## config.mk

```make
export PLATFORM = sky130hd
export DESIGN_NAME = seq_decoder
export DESIGN_NICKNAME = d
export VERILOG_FILES = /design/src/rtl/seq_decoder.sv
export SDC_FILE = /design/constraint.sdc
export NUM_CORES = 1
export LEC_CHECK = 0
export ABC_AREA = 1
export BUFFER_PORTS_ARGS = -buffer_cell sky130_fd_sc_hd__buf_2
export CAP_MARGIN = 15
export CORE_AREA = 2 2 135 169
export DETAILED_ROUTE_END_ITERATION = 16
export DIE_AREA = 0 0 137 171
export GPL_TIMING_DRIVEN = 0
export PLACE_DENSITY = 0.66
export SLEW_MARGIN = 5
export SYNTH_ARGS = -nofsm -noshare
export SYNTH_HDL_FRONTEND = slang
export SYNTH_SLANG_ARGS = --single-unit
export TNS_END_PERCENT = 30
```

## constraint.sdc

```tcl
create_clock -name clk -period 5.17 [get_ports clk]
set_input_delay 1.2925 -clock clk [delete_from_list [all_inputs] [get_ports clk]]
set_output_delay 1.2925 -clock clk [all_outputs]
set_load 0.1 [all_outputs]
```

## src/rtl/seq_decoder.sv

```systemverilog
// seq_decoder: registered one-cycle instruction decoder with a CALL/RETURN address stack.
// Optional build macro SEQ_DECODER_STACK_GUARD_EN blocks stack overflow/underflow and flags it on stack_err.

package seq_decoder_pkg;
    localparam logic [7:0] OPC_SET    = 8'd1;
    localparam logic [7:0] OPC_ADD    = 8'd2;
    localparam logic [7:0] OPC_SUB    = 8'd3;
    localparam logic [7:0] OPC_ADDREG = 8'd4;
    localparam logic [7:0] OPC_LOAD   = 8'd5;
    localparam logic [7:0] OPC_WRITE  = 8'd6;
    localparam logic [7:0] OPC_MOD    = 8'd7;
    localparam logic [7:0] OPC_DIV    = 8'd8;
    localparam logic [7:0] OPC_COPY   = 8'd9;
    localparam logic [7:0] OPC_INV    = 8'd10;
    localparam logic [7:0] OPC_CHECK  = 8'd11;
    localparam logic [7:0] OPC_CHECKR = 8'd12;
    localparam logic [7:0] OPC_LESS   = 8'd13;
    localparam logic [7:0] OPC_AUP    = 8'd14;
    localparam logic [7:0] OPC_ADW    = 8'd15;
    localparam logic [7:0] OPC_GOTO   = 8'd16;
    localparam logic [7:0] OPC_JNZ    = 8'd17;
    localparam logic [7:0] OPC_CALL   = 8'd18;
    localparam logic [7:0] OPC_RETURN = 8'd19;
endpackage

module seq_decoder
    import seq_decoder_pkg::*;
#(
    parameter int              DW    = 8,
    parameter int              AW    = 8,
    parameter int              DEPTH = 16,
    parameter logic [DW-1:0]   W_REG = DW'(8'hFE)
) (
    input  logic                      clk,
    input  logic                      rst_n,
    input  logic                      op_valid,
    input  logic [3*DW-1:0]           op,
    input  logic                      zf,
    input  logic [AW-1:0]             pc,
    output logic [AW-1:0]             pc_in,
    output logic                      pc_we,
    output logic [DW-1:0]             src0,
    output logic [DW-1:0]             src1,
    output logic [DW-1:0]             dst,
    output logic                      reg_we,
    output logic                      sel1,
    output logic                      sel2,
    output logic [DW-1:0]             data,
    output logic [DW-1:0]             alu_op,
    output logic                      mem_we,
    output logic [$clog2(DEPTH):0]    stack_level,
    output logic [AW-1:0]             stack_top,
    output logic                      stack_err
);

    localparam int PW = $clog2(DEPTH);
    localparam int LW = PW + 1;

    logic [DW-1:0] w_opc, w_a, w_b;
    logic [AW-1:0] w_pc_next, w_ret_addr;
    logic [AW-1:0] w_pc_in;
    logic [DW-1:0] w_src0, w_src1, w_dst, w_data, w_alu_op;
    logic          w_pc_we, w_reg_we, w_sel1, w_sel2, w_mem_we, w_push, w_pop;

    logic [AW-1:0] r_pc_in;
    logic [DW-1:0] r_src0, r_src1, r_dst, r_data, r_alu_op;
    logic          r_pc_we, r_reg_we, r_sel1, r_sel2, r_mem_we;

    logic [AW-1:0] r_mem [DEPTH];
    logic [PW-1:0] r_ptr;
    logic [LW-1:0] r_level;
    logic [AW-1:0] r_top;

    assign w_opc      = op[3*DW-1:2*DW];
    assign w_a        = op[2*DW-1:DW];
    assign w_b        = op[DW-1:0];
    assign w_pc_next  = pc + AW'(1);
    // Underflowing RETURN without the guard deliberately reads the wrapped slot.
    assign w_ret_addr = r_mem[r_ptr - PW'(1)];

`ifdef SEQ_DECODER_STACK_GUARD_EN
    logic w_err_set, w_full, w_empty, r_stack_err;
    assign w_full  = (r_level == LW'(DEPTH));
    assign w_empty = (r_level == '0);
`endif

    // NOTE: every combinational output gets a default first so no path infers a latch.
    always_comb begin
        w_pc_in  = '0;
        w_pc_we  = 1'b0;
        w_src0   = '1;
        w_src1   = '1;
        w_dst    = r_dst;
        w_reg_we = 1'b0;
        w_sel1   = 1'b0;
        w_sel2   = 1'b0;
        w_data   = '1;
        w_alu_op = '1;
        w_mem_we = 1'b0;
        w_push   = 1'b0;
        w_pop    = 1'b0;
`ifdef SEQ_DECODER_STACK_GUARD_EN
        w_err_set = 1'b0;
`endif
        if (op_valid) begin
            case (w_opc)
                DW'(OPC_SET): begin
                    w_alu_op = w_opc; w_data = w_b; w_dst = w_a; w_reg_we = 1'b1;
                end
                DW'(OPC_ADD), DW'(OPC_SUB): begin
                    w_alu_op = w_opc; w_data = w_b; w_dst = w_a; w_src1 = w_a; w_reg_we = 1'b1;
                end
                DW'(OPC_ADDREG): begin
                    w_alu_op = w_opc; w_src0 = w_a; w_src1 = w_b; w_dst = w_a;
                    w_sel1 = 1'b1; w_reg_we = 1'b1;
                end
                DW'(OPC_LOAD): begin
                    w_alu_op = w_opc; w_src1 = w_a; w_dst = w_b; w_sel2 = 1'b1; w_reg_we = 1'b1;
                end
                DW'(OPC_WRITE): begin
                    w_alu_op = w_opc; w_src0 = w_b; w_src1 = w_a; w_sel1 = 1'b1; w_mem_we = 1'b1;
                end
                DW'(OPC_MOD), DW'(OPC_DIV), DW'(OPC_COPY), DW'(OPC_INV): begin
                    w_alu_op = w_opc; w_src1 = w_a; w_dst = w_b; w_reg_we = 1'b1;
                end
                DW'(OPC_CHECK): begin
                    w_alu_op = w_opc; w_src1 = w_a; w_data = w_b;
                end
                DW'(OPC_CHECKR), DW'(OPC_LESS): begin
                    w_alu_op = w_opc; w_src0 = w_a; w_src1 = w_b; w_sel1 = 1'b1;
                end
                DW'(OPC_AUP), DW'(OPC_ADW): begin
                    w_alu_op = w_opc; w_src0 = w_a; w_src1 = w_b; w_sel1 = 1'b1;
                    w_dst = W_REG; w_reg_we = 1'b1;
                end
                DW'(OPC_GOTO): begin
                    w_pc_in = w_a[AW-1:0]; w_pc_we = 1'b1;
                end
                DW'(OPC_JNZ): begin
                    w_pc_in = w_a[AW-1:0]; w_pc_we = zf;
                end
                DW'(OPC_CALL): begin
`ifdef SEQ_DECODER_STACK_GUARD_EN
                    if (w_full) begin
                        w_err_set = 1'b1;
                    end else begin
                        w_push = 1'b1; w_pc_in = w_a[AW-1:0]; w_pc_we = 1'b1;
                    end
`else
                    w_push = 1'b1; w_pc_in = w_a[AW-1:0]; w_pc_we = 1'b1;
`endif
                end
                DW'(OPC_RETURN): begin
`ifdef SEQ_DECODER_STACK_GUARD_EN
                    if (w_empty) begin
                        w_err_set = 1'b1;
                    end else begin
                        w_pop = 1'b1; w_pc_in = w_ret_addr; w_pc_we = 1'b1;
                    end
`else
                    w_pop = 1'b1; w_pc_in = w_ret_addr; w_pc_we = 1'b1;
`endif
                end
                default: ;
            endcase
        end
    end

    // NOTE: sequential state uses non-blocking assignments so every flop samples pre-edge values.
    always_ff @(posedge clk) begin
        if (!rst_n) begin
            r_pc_in  <= '0;  r_pc_we  <= 1'b0;
            r_src0   <= '1;  r_src1   <= '1;  r_dst <= '0;
            r_reg_we <= 1'b0; r_sel1  <= 1'b0; r_sel2 <= 1'b0;
            r_data   <= '1;  r_alu_op <= '1;  r_mem_we <= 1'b0;
        end else begin
            r_pc_in  <= w_pc_in;  r_pc_we  <= w_pc_we;
            r_src0   <= w_src0;   r_src1   <= w_src1;  r_dst <= w_dst;
            r_reg_we <= w_reg_we; r_sel1   <= w_sel1;  r_sel2 <= w_sel2;
            r_data   <= w_data;   r_alu_op <= w_alu_op; r_mem_we <= w_mem_we;
        end
    end

    // NOTE: the stack array is cleared on reset so an early RETURN jumps to 0, not to stale data.
    always_ff @(posedge clk) begin
        if (!rst_n) begin
            for (int i = 0; i < DEPTH; i++) r_mem[i] <= '0;
            r_ptr   <= '0;
            r_level <= '0;
            r_top   <= '0;
        end else if (w_push) begin
            r_mem[r_ptr] <= w_pc_next;
            r_ptr        <= r_ptr + PW'(1);
            r_top        <= w_pc_next;
            if (r_level != LW'(DEPTH)) r_level <= r_level + LW'(1);
        end else if (w_pop) begin
            r_ptr <= r_ptr - PW'(1);
            r_top <= (r_level > LW'(1)) ? r_mem[r_ptr - PW'(2)] : '0;
            if (r_level != '0) r_level <= r_level - LW'(1);
        end
    end

`ifdef SEQ_DECODER_STACK_GUARD_EN
    always_ff @(posedge clk) begin
        if (!rst_n)         r_stack_err <= 1'b0;
        else if (w_err_set) r_stack_err <= 1'b1;
    end
    assign stack_err = r_stack_err;
`else
    assign stack_err = 1'b0;
`endif

    assign pc_in       = r_pc_in;
    assign pc_we       = r_pc_we;
    assign src0        = r_src0;
    assign src1        = r_src1;
    assign dst         = r_dst;
    assign reg_we      = r_reg_we;
    assign sel1        = r_sel1;
    assign sel2        = r_sel2;
    assign data        = r_data;
    assign alu_op      = r_alu_op;
    assign mem_we      = r_mem_we;
    assign stack_level = r_level;
    assign stack_top   = r_top;

endmodule

```

==> results of run 1 <==
sequential cells by signal, summed over array words and instances, names as in the netlist, 5 cells and up:
signal	flops
alu_op	8
data	8
pc_in	8
dst	8
stack_level	5
stack_top	8
src1	8
r_mem	128
src0	8
power by group through the flow:
stage | combinational (mW) | sequential, mW | clock [mW]
3_5_place_dp | 0.233 | 1.78 | 0
6_report | 0.237 | 1.74 | 1.32
3_3_place_gp | 0.233 | 1.77 | 0
5_1_grt | 0.254 | 1.74 | 1.38
4_1_cts | 0.234 | 1.74 | 1.33
2_1_floorplan | 0.119 | 1.79 | 0
area by class of cell:
cell class	count	area (µm²)
buffer	68	282
sequential	198	5250
fill	2132	10300
tap	283	354
timing repair buffer	99	495
inverter	74	279
multi-input combinational	974	4510
clock inverter	12	103
clock buffer	20	458
how the worst min path moves through the flow:
stage | depth (start not counted) | end | slack (ns) | start
after floorplan | 2 | r_ptr[3] | 0.51 | r_ptr[3]
after global placement | 2 | stack_level[4] | 0.50 | stack_level[4]
after detailed placement | 4 | dst[7] | 0.50 | dst[7]
after CTS | 4 | dst[7] | 0.51 | dst[7]
after global routing | 4 | dst[1] | 0.55 | dst[1]
final | 4 | dst[5] | 0.51 | dst[5]
synth_stat cells (5+ instances only):
master    count
nand2_1     381
dfxtp_1      70
inv_2         8
a22oi_1       8
nand2_2      15
o211ai_1     11
inv_1        63
a21oi_1      41
o21ai_0      22
xor2_1       11
nand3_1     241
edfxtp_1    128
buf_2        12
nor2_2        5
clkbuf_1     46
nand2_4       5
nor2_1      196
ha_1         13
buf_1         7
cell families (layout without fill, tap and decap cells):
kind of cell | count (synthesis) | after routing
compound gates | 88 | 88
flops | 198 | 198
other cells | 1 | 1
buf+inv | 142 | 273
simple gates | 856 | 856
fa+ha+maj | 13 | 13
xor+xnor | 16 | 16
worst max-delay path, delay by kind of cell, from the launching register on:
| kind | cells | cell delay, ns |
|---|---|---|
| flip-flops | 1 | 0.48 |
| AND/OR/NAND/NOR | 4 | 0.69 |
| AO/OA/AOI/OAI | 1 | 0.07 |
| buffers and inverters | 4 | 1.78 |
| adder cells (fa/ha/maj) | 1 | 0.44 |
metrics by stage:
stage          utilization, %  instances  hold slack (ns)
2_1_floorplan               -       1314            0.507
3_3_place_gp             50.8       1696            0.495
3_5_place_dp             50.8       1696            0.499
4_1_cts                  53.3       1728            0.510
5_1_grt                  53.3       1728            0.552
6_report                 53.3       1728            0.508
metal layers:
layer  routed length [µm]  vias to the layer above  track usage, %
met5                    0                        -               0
met3                 2930                      113            5.96
met2                16700                      518            49.1
met1                13900                     4429            37.6
met4                 2130                        0            19.2
li1                     -                     4578               -
==> impl_results.md, run 1 <==
* Starting Density at 46.9%
* Flop-to-flop setup slack at 1.57 ns
* Final wirelength at 35.6 mm
* Nets at 1,481
* Worst Path Required at 5.50 ns
* Longest Clk Path Bufs at 2
* Detail Placement HPWL at 26.4 mm
* XOR/XNOR Fraction of Synth Area at 1.43%
* Drt initial violations at 1,135
* Total power at 3.29 mW
* Crit path launch type: flop
* Largest net degree at the start of global routing at 17
* GRT Total Usage at 30.6%
* Clock Power Share at 39.9%
* Internal power at 2.46 mW
* Area delta synth->final at 13.7%
* H-Tree Level Count at 4
* Arrival @ worst endpoint at 3.93 ns
* Clk_lat worst skew at 0.46 ns
* Sequential power share at 52.9%
* Ys async rst share at 0%
* Origin of the worst setup path: r_ptr[1]
* #FFs+latches synth at 198
* Post-Syn Area at 0.0103 mm²
* Commonest non-fill, non-tap cell in the layout: nand2_1
* Fin crit period at 3.60 ns
* Post-route cell area at 0.0117 mm²
* Clock sink total at 198
* Post-cts resize count at 0
* Final Slew Violations at 0
* Max-slew headroom at 39.6%
* Core area at 0.0220 mm²
* Critical R2R Capture: pc_in[4]
* Placed inst area at 0.0112 mm²
* Max cap viols at 0
* Row cnt at 61
* Net Sw Power at 0.834 mW
* DP Worst Slack at 1.37 ns
* Crit path capture: pc_in[4]
* Drt first pass iters at 5
* Max VDD drop at 261 µV
* Initial antenna violation count at 0
* Die Y at 171 µm
* Fmax at 277 MHz
* Final Hold Fails at 0
* Crit end category: flop
* Run status: completed
* First-pass GRT wire length at 51.9 mm
* Vias in the first global route at 8,784
* Crit share post-route at 69.7%
* Synthesized area per cell at 7.85 µm²
* Sum Neg Setup Slack at 0 ns
* Via count at 9,638
* PD cells at 281 mW/mm²
* Syn Nets at 1,363
* DRC at 0
* Antenna-violating nets left at 0
* CTS clk-pin slew, worst paths at 0.07 ns
* Share of cells above drive strength 1 at 13.1%
* Post-synth top area share at 37.3%
* Number of setup buffers added after CTS at 0
* RSZ-0062 raised after global routing: false
* I/O Buffers at 99
* Worst path slowest cell: clkbuf_1
* Crit-path max cell delay at 0.61 ns
* Per-cell routed wire length at 20.6 µm
* Ys Warns at 0
* Predominant post-synthesis flop cell: edfxtp_1
* Sequential area share after synthesis at 50.8%
* Commonest non-fill, non-tap cells in the layout: nand2_1, nand3_1, nor2_1
* Area leader, netlist: edfxtp_1
* R2R Path Start: r_ptr[1]
* Worst-path fanout max at 14
* Mux contribution to synthesized area at 0%
* CTS Buf Count at 17
* Crit path kind: flop to flop
* Total grt overflow at 0
* Top cells by area in the synthesized netlist: edfxtp_1, nand2_1, dfxtp_1, nand3_1, nor2_1
* Setup skew after layout at 0.0133 ns
* Switch share at 25.3%
* IO Pins at 103
* Worst Hold Class: flop to flop
* Synth cell types at 37
* Die area at 0.0234 mm²
* CP dominant cell by count: nand3_1
* Cts hold-fix bufs at 0
* EDFF count, synth at 128
* Final WS setup at 1.57 ns
* CTS tree: done
* GPL Wtd Cong at 1.01
* Clock root buffer: clkbuf_16
* Leakage at 4.98 nW
* N_diodes at 0
* Worst path cell trace: clkinv_1, clkbuf_1, ha_1, clkbuf_1, clkbuf_1, nand3_1, nand3_1, nand3_1, nand3_1, a21oi_1
* Post-synthesis compound-gate area fraction at 5.07%
* Via density at 5.58
* R2R depth at 10
* Worst-margin pin slew at 0.907 ns
* Gate count of the mapped netlist at 1,314
* Synth Area in Adders at 1.58%
* Die X at 137 µm
* Synth Area in Simple Gates at 35.6%
* # setup viols final at 0
* Combinational share of power at 7.2%
* Largest family of logic cells by synthesized area: simple AND/OR/NAND/NOR gates
Note: power is estimated with default switching activity, not from simulation.
==> run 2: changes to the inputs <==
Settings changed: PLACE_DENSITY 0.66 to 0.69.
Clock period 5.17 ns to 3.3 ns, I/O delays scaled along.
==> impl_results.md, run 2 (synthesis gave the netlist of run 1 again) <==
* Fmax at 319 MHz (+15%)
* Max VDD drop at 379 µV (+45%)
* Die X at 137 µm (unchanged)
* Largest Register: r_mem
* N_diodes at 0 (unchanged)
* PD cells at 444 mW/mm² (+58%)
* Run status: completed
* Worst Hold Class: flop to flop
* Core area at 0.0220 mm² (unchanged)
* Crit end category: flop
* Clock root buffer: clkbuf_16
* Hold-critical path depth at 2 (-2)
* Max FFs per register at 128 (unchanged)
* Via density at 5.67 (+1.7%)
* Largest net degree at the start of global routing at 22 (+5)
* Starting Density at 46.9% (unchanged)
* I/O Buffers at 99 (unchanged)
* Die Y at 171 µm (unchanged)
* Hold-critical path endpoint: stack_level[4]
* Crit share post-route at 95.0% (+25 points)
* CTS tree: done
* Die area at 0.0234 mm² (unchanged)
* Min-Delay Startpoint: stack_level[4]
* Total grt overflow at 0 (unchanged)
* Antenna-violating nets left at 0 (unchanged)
* Detail Placement HPWL at 26.4 mm (-0.26%)
* Longest Clk Path Bufs at 2 (unchanged)
* Crit path kind: flop to flop
* RSZ-0062 raised after global routing: false
* Final std cells w/o fill at 1,726 (-0.12%)
* Worst-margin pin slew at 0.982 ns (+0.0755 ns)
* CTS clk-pin slew, worst paths at 0.07 ns (about the same)
* Initial antenna violation count at 0 (unchanged)
* Final wirelength at 35.6 mm (about the same)
* Commonest non-fill, non-tap cells in the layout: nand2_1, nand3_1, nor2_1
* Row cnt at 61 (unchanged)
* Setup skew after layout at 0.0118 ns (-0.00147 ns)
* Worst Path Required at 3.60 ns (-1.90 ns)
* Arrival @ worst endpoint at 3.44 ns (-0.49 ns)
* Crit path launch type: flop
* Max cap viols at 0 (unchanged)
* GPL Wtd Cong at 1.03 (+1.8%)
* Placed Instances at 1,696 (unchanged)
* Clk_lat worst skew at 0.45 ns (about the same)
* # setup viols final at 0 (unchanged)
* CTS Buf Count at 17 (unchanged)
* Fin crit period at 3.14 ns (-0.469 ns)
* Commonest non-fill, non-tap cell in the layout: nand2_1
* Leakage at 4.98 nW (+0.11%)
* Per-cell routed wire length at 20.6 µm (about the same)
* IO Pins at 103 (unchanged)
* Drt first pass iters at 6 (+1)
* Worst Hold Slack at 0.506 ns (-0.00228 ns)
* Clock sink total at 198 (unchanged)
* Via count at 9,795 (+1.6%)
* Final Util at 53.5% (+0.14 points)
* DRC at 0 (unchanged)
* Number of setup buffers added after CTS at 0 (unchanged)
* Critical R2R Capture: pc_in[4]
* Final Hold Fails at 0 (unchanged)
* Flop-to-flop setup slack at 0.16 ns (-1.40 ns)
* R2R Path Start: r_ptr[1]
* First-pass GRT wire length at 53.1 mm (+2.4%)
* R2R depth at 10 (unchanged)
* Area delta synth->final at 14.0%
* Drt initial violations at 1,241 (+9.3%)
* Share of cells above drive strength 1 at 13.4% (+0.36 points)
* GRT Total Usage at 31.0% (+0.41 points)
* Final Slew Violations at 0 (unchanged)
* H-Tree Level Count at 4 (unchanged)
* Worst-path fanout max at 14 (unchanged)
* Vias in the first global route at 9,122 (+3.8%)
* Nets at 1,479 (-0.14%)
* Max-slew headroom at 34.5% (-5.0 points)
## run 2: cell count changes in the layout (fill, tap and decap cells not counted), sizes merged
cell,delta
bufinv,+1
clkbuf,-3
clkinvlp,+3
inv,-3
## run 2: area by class of cell
class | instances | area (µm²)
fill | 2122 | 10200
sequential | 198 | 5250
multi-input combinational | 974 | 4510
timing repair buffer | 99 | 495
clock buffer | 19 | 433
tap | 283 | 354
inverter | 74 | 283
buffer | 66 | 282
clock inverter | 13 | 154
## run 2: how the worst max path moves through the flow
stage | slack (ns) | start | end | depth (start not counted)
after detailed placement | -0.13 | r_ptr[1] | stack_top[3] | 9
final | 0.16 | r_ptr[1] | pc_in[4] | 10
after CTS | 0.08 | r_ptr[1] | stack_top[4] | 10
after global placement | -0.17 | r_ptr[1] | stack_top[3] | 9
after global routing | 0.002 | r_ptr[1] | pc_in[4] | 10
after floorplan | 0.87 | op[17] | r_mem[11][0] | 11
## run 2: through the flow
step	setup slack, ns	cell area, µm²	total power [mW]	TNS (ns)
6_report	0.164	11800	5.22	0
5_1_grt	0.00194	11800	5.36	0
4_1_cts	0.0783	11800	5.23	0
3_5_place_dp	-0.135	11200	3.15	-1.65
3_3_place_gp	-0.167	11200	3.14	-1.92
2_1_floorplan	0.868	10300	2.99	0
## run 2: repair_timing
action,4_1_cts,5_1_grt
hold buffers,0,0
gates cloned,0,0
gates resized for setup,4,6
endpoints found under the setup margin,13,14
## run 2: worst max-delay path: stages, from the launching register on
cell        delay (ns)
dfxtp_1           0.52
clkinvlp_4        0.29
buf_2             0.32
ha_1              0.26
xnor2_2           0.44
inv_1             0.29
buf_2             0.28
nand3_1           0.17
nand3_1           0.18
nand3_1           0.17
a21oi_1           0.07
## run 2: layer usage
layer	GRT usage, %	part of all wire (%)	vias to the layer above
met2	49.6	46	613
met3	7.44	10	116
met5	0	0	-
met4	16.2	5.5	0
li1	-	-	4562
met1	38.7	38	4504
## run 2: power by group
part           leakage, nW  switching, mW  internal (mW)  total, mW
logic                 2.81          0.298         0.0804      0.378
registers             1.89         0.0415           2.69       2.73
clock network        0.283          0.918           1.19       2.11
==> run 3: changes to the inputs <==
Settings changed: CTS_BUF_LIST set to sky130_fd_sc_hd__clkbuf_4 sky130_fd_sc_hd__clkbuf_8, SETUP_SLACK_MARGIN set to 0.3.
==> impl_results.md, run 3 (synthesis gave the netlist of run 1 again) <==
* Crit share post-route at 89.8% (-5.2 points)
* Total grt overflow at 0 (unchanged)
* First-pass GRT wire length at 53.2 mm (about the same)
* DRC at 0 (unchanged)
* CTS Buf Count at 17 (unchanged)
* Worst-path fanout max at 9 (-5)
* Share of cells above drive strength 1 at 14.2% (+0.73 points)
* Detail Placement HPWL at 26.4 mm (unchanged)
* Max FFs per register at 128 (unchanged)
* H-Tree Level Count at 4 (unchanged)
* Post-route cell area at 0.0116 mm² (-1.2%)
* Largest net degree at the start of global routing at 17 (-23%)
* Final Slew Violations at 0 (unchanged)
* GRT Total Usage at 30.9% (-0.056 points)
* Drt initial violations at 1,327 (+6.9%)
* Die area at 0.0234 mm² (unchanged)
* Placed inst area at 0.0112 mm² (unchanged)
* Largest Register: r_mem
* Vias in the first global route at 9,066 (-0.61%)
* Crit path kind: input port to flop
* Cts hold-fix bufs at 0 (unchanged)
* Worst Path Required at 3.45 ns (-0.15 ns)
* Commonest non-fill, non-tap cell in the layout: nand2_1
* Via density at 5.67 (-0.11%)
* Via count at 9,801 (+0.061%)
* Clock sink total at 198 (unchanged)
* Drt first pass iters at 6 (unchanged)
* Die Y at 171 µm (unchanged)
* Reg area at 0.00525 mm² (about the same)
* Crit-path max cell delay at 0.55 ns (+0.03 ns)
* Per-cell routed wire length at 20.6 µm (-0.11%)
* Worst path cell trace: clkbuf_1, nand2_1, inv_2, nand2_1, nor2_2, nand2_1, nand2_1
* Setup skew after layout at 0.0169 ns (+0.00506 ns)
* Flop-to-flop setup slack at 0.40 ns (+0.24 ns)
* Sum Neg Setup Slack at 0 ns (unchanged)
* Row cnt at 61 (unchanged)
* RSZ-0062 raised after global routing: true
* Crit end category: flop
* Final wirelength at 35.6 mm (about the same)
* Core area at 0.0220 mm² (unchanged)
* Max-slew headroom at 39.0% (+4.5 points)
* I/O Buffers at 99 (unchanged)
* Total power at 4.74 mW (-9.1%)
* N_diodes at 0 (unchanged)
* IO Pins at 103 (unchanged)
* Leakage at 4.93 nW (-1.0%)
* Nets at 1,482 (+0.20%)
* Clock root buffer: clkbuf_8
* Clk_lat worst skew at 0.49 ns (+0.04 ns)
* Crit path launch type: input port
* # setup viols final at 0 (unchanged)
* Placed Instances at 1,696 (unchanged)
* Final Util at 52.8% (-0.64 points)
* Worst-margin pin slew at 0.915 ns (-0.0674 ns)
* Origin of the worst setup path: rst_n
* Arrival @ worst endpoint at 3.12 ns (-0.32 ns)
* Worst Hold Class: flop to flop
* Antenna-violating nets left at 0 (unchanged)
* CP dominant cell by count: nand2_1
* Fillers at 2,158 (+1.7%)
* Fmax at 337 MHz (+5.8%)
* Commonest non-fill, non-tap cells in the layout: nand2_1, nand3_1, nor2_1
* Fin crit period at 2.96 ns (-0.172 ns)
* R2R depth at 8 (-2)
* CTS tree: done
* Multi-input logic area at 0.00452 mm² (+0.31%)
* Run status: completed
* Critical R2R Capture: r_mem[2][4]
* Final Hold Fails at 0 (unchanged)
* Max VDD drop at 258 µV (-32%)
* Final std cells w/o fill at 1,729 (+0.17%)
* Starting Density at 46.9% (unchanged)
* CTS clk-pin slew, worst paths at 0.10 ns (+0.03 ns)
* Longest Clk Path Bufs at 2 (unchanged)
* Initial antenna violation count at 0 (unchanged)
* Hold-critical path depth at 2 (unchanged)
* Worst path slowest cell: nor2_2
* Max cap viols at 0 (unchanged)
* PD cells at 408 mW/mm² (-8.0%)
* Crit path capture: r_mem[2][4]
* GPL Wtd Cong at 1.03 (unchanged)
* Area delta synth->final at 12.6%
* R2R Path Start: r_ptr[0]
* Die X at 137 µm (unchanged)
-- run 3: cell count changes in the layout (fill, tap and decap cells not counted), sizes merged --
cell	change
clkbuf	+3
-- run 3: worst max-delay path: cells and delay by family --
kind / cells / cell delay, ns
buffers and inverters: 2 / 0.53
AND/OR/NAND/NOR: 5 / 1.75
-- run 3: worst min path at each step --
stage | startpoint | endpoint
after detailed placement | stack_level[4] | stack_level[4]
after floorplan | r_ptr[3] | r_ptr[3]
after global placement | stack_level[4] | stack_level[4]
final | stack_level[4] | stack_level[4]
after CTS | stack_level[4] | stack_level[4]
after global routing | stack_level[4] | stack_level[4]
-- run 3: repair_timing --
action | in CTS | in global routing
resized for setup | 13 | 6
setup buffers | 0 | 1
setup endpoints to repair | 64 | 32
pin swaps | 0 | 1
hold endpoints to repair | 0 | 0
-- run 3: metal layers --
metal	share of wire, %	up-vias	routed length, µm	global-route usage (%)
met3	10	101	3640	6.46
met2	47	597	16600	49.7
li1	-	4560	-	-
met1	38	4543	13600	39.4
met5	0	-	0	0
met4	5.0	0	1800	15.3
-- run 3: stage by stage --
stage                     hold WS [ns]  setup WS, ns
after floorplan                  0.507         0.868
after global placement           0.489        -0.167
after detailed placement         0.489        -0.135
after CTS                        0.506         0.334
after global routing             0.558         0.216
final                            0.510         0.336
-- run 3: power breakdown --
group | switching, mW | internal [mW] | leakage [nW]
Combinational | 0.297 | 0.0812 | 2.84
Clock | 0.874 | 0.763 | 0.203
Sequential | 0.0412 | 2.69 | 1.89
Total | 1.21 | 3.53 | 4.93
-- run 3: cell type report --
type                    count  share of cell area, %
well taps                 283                   3.05
plain buffers              68                   2.60
clock inverters            13                   1.33
flip-flops and latches    198                   45.2
clock buffers              19                   2.14
multi-input cells         974                   39.0
repair buffers            100                   4.33
inverters                  74                   2.43
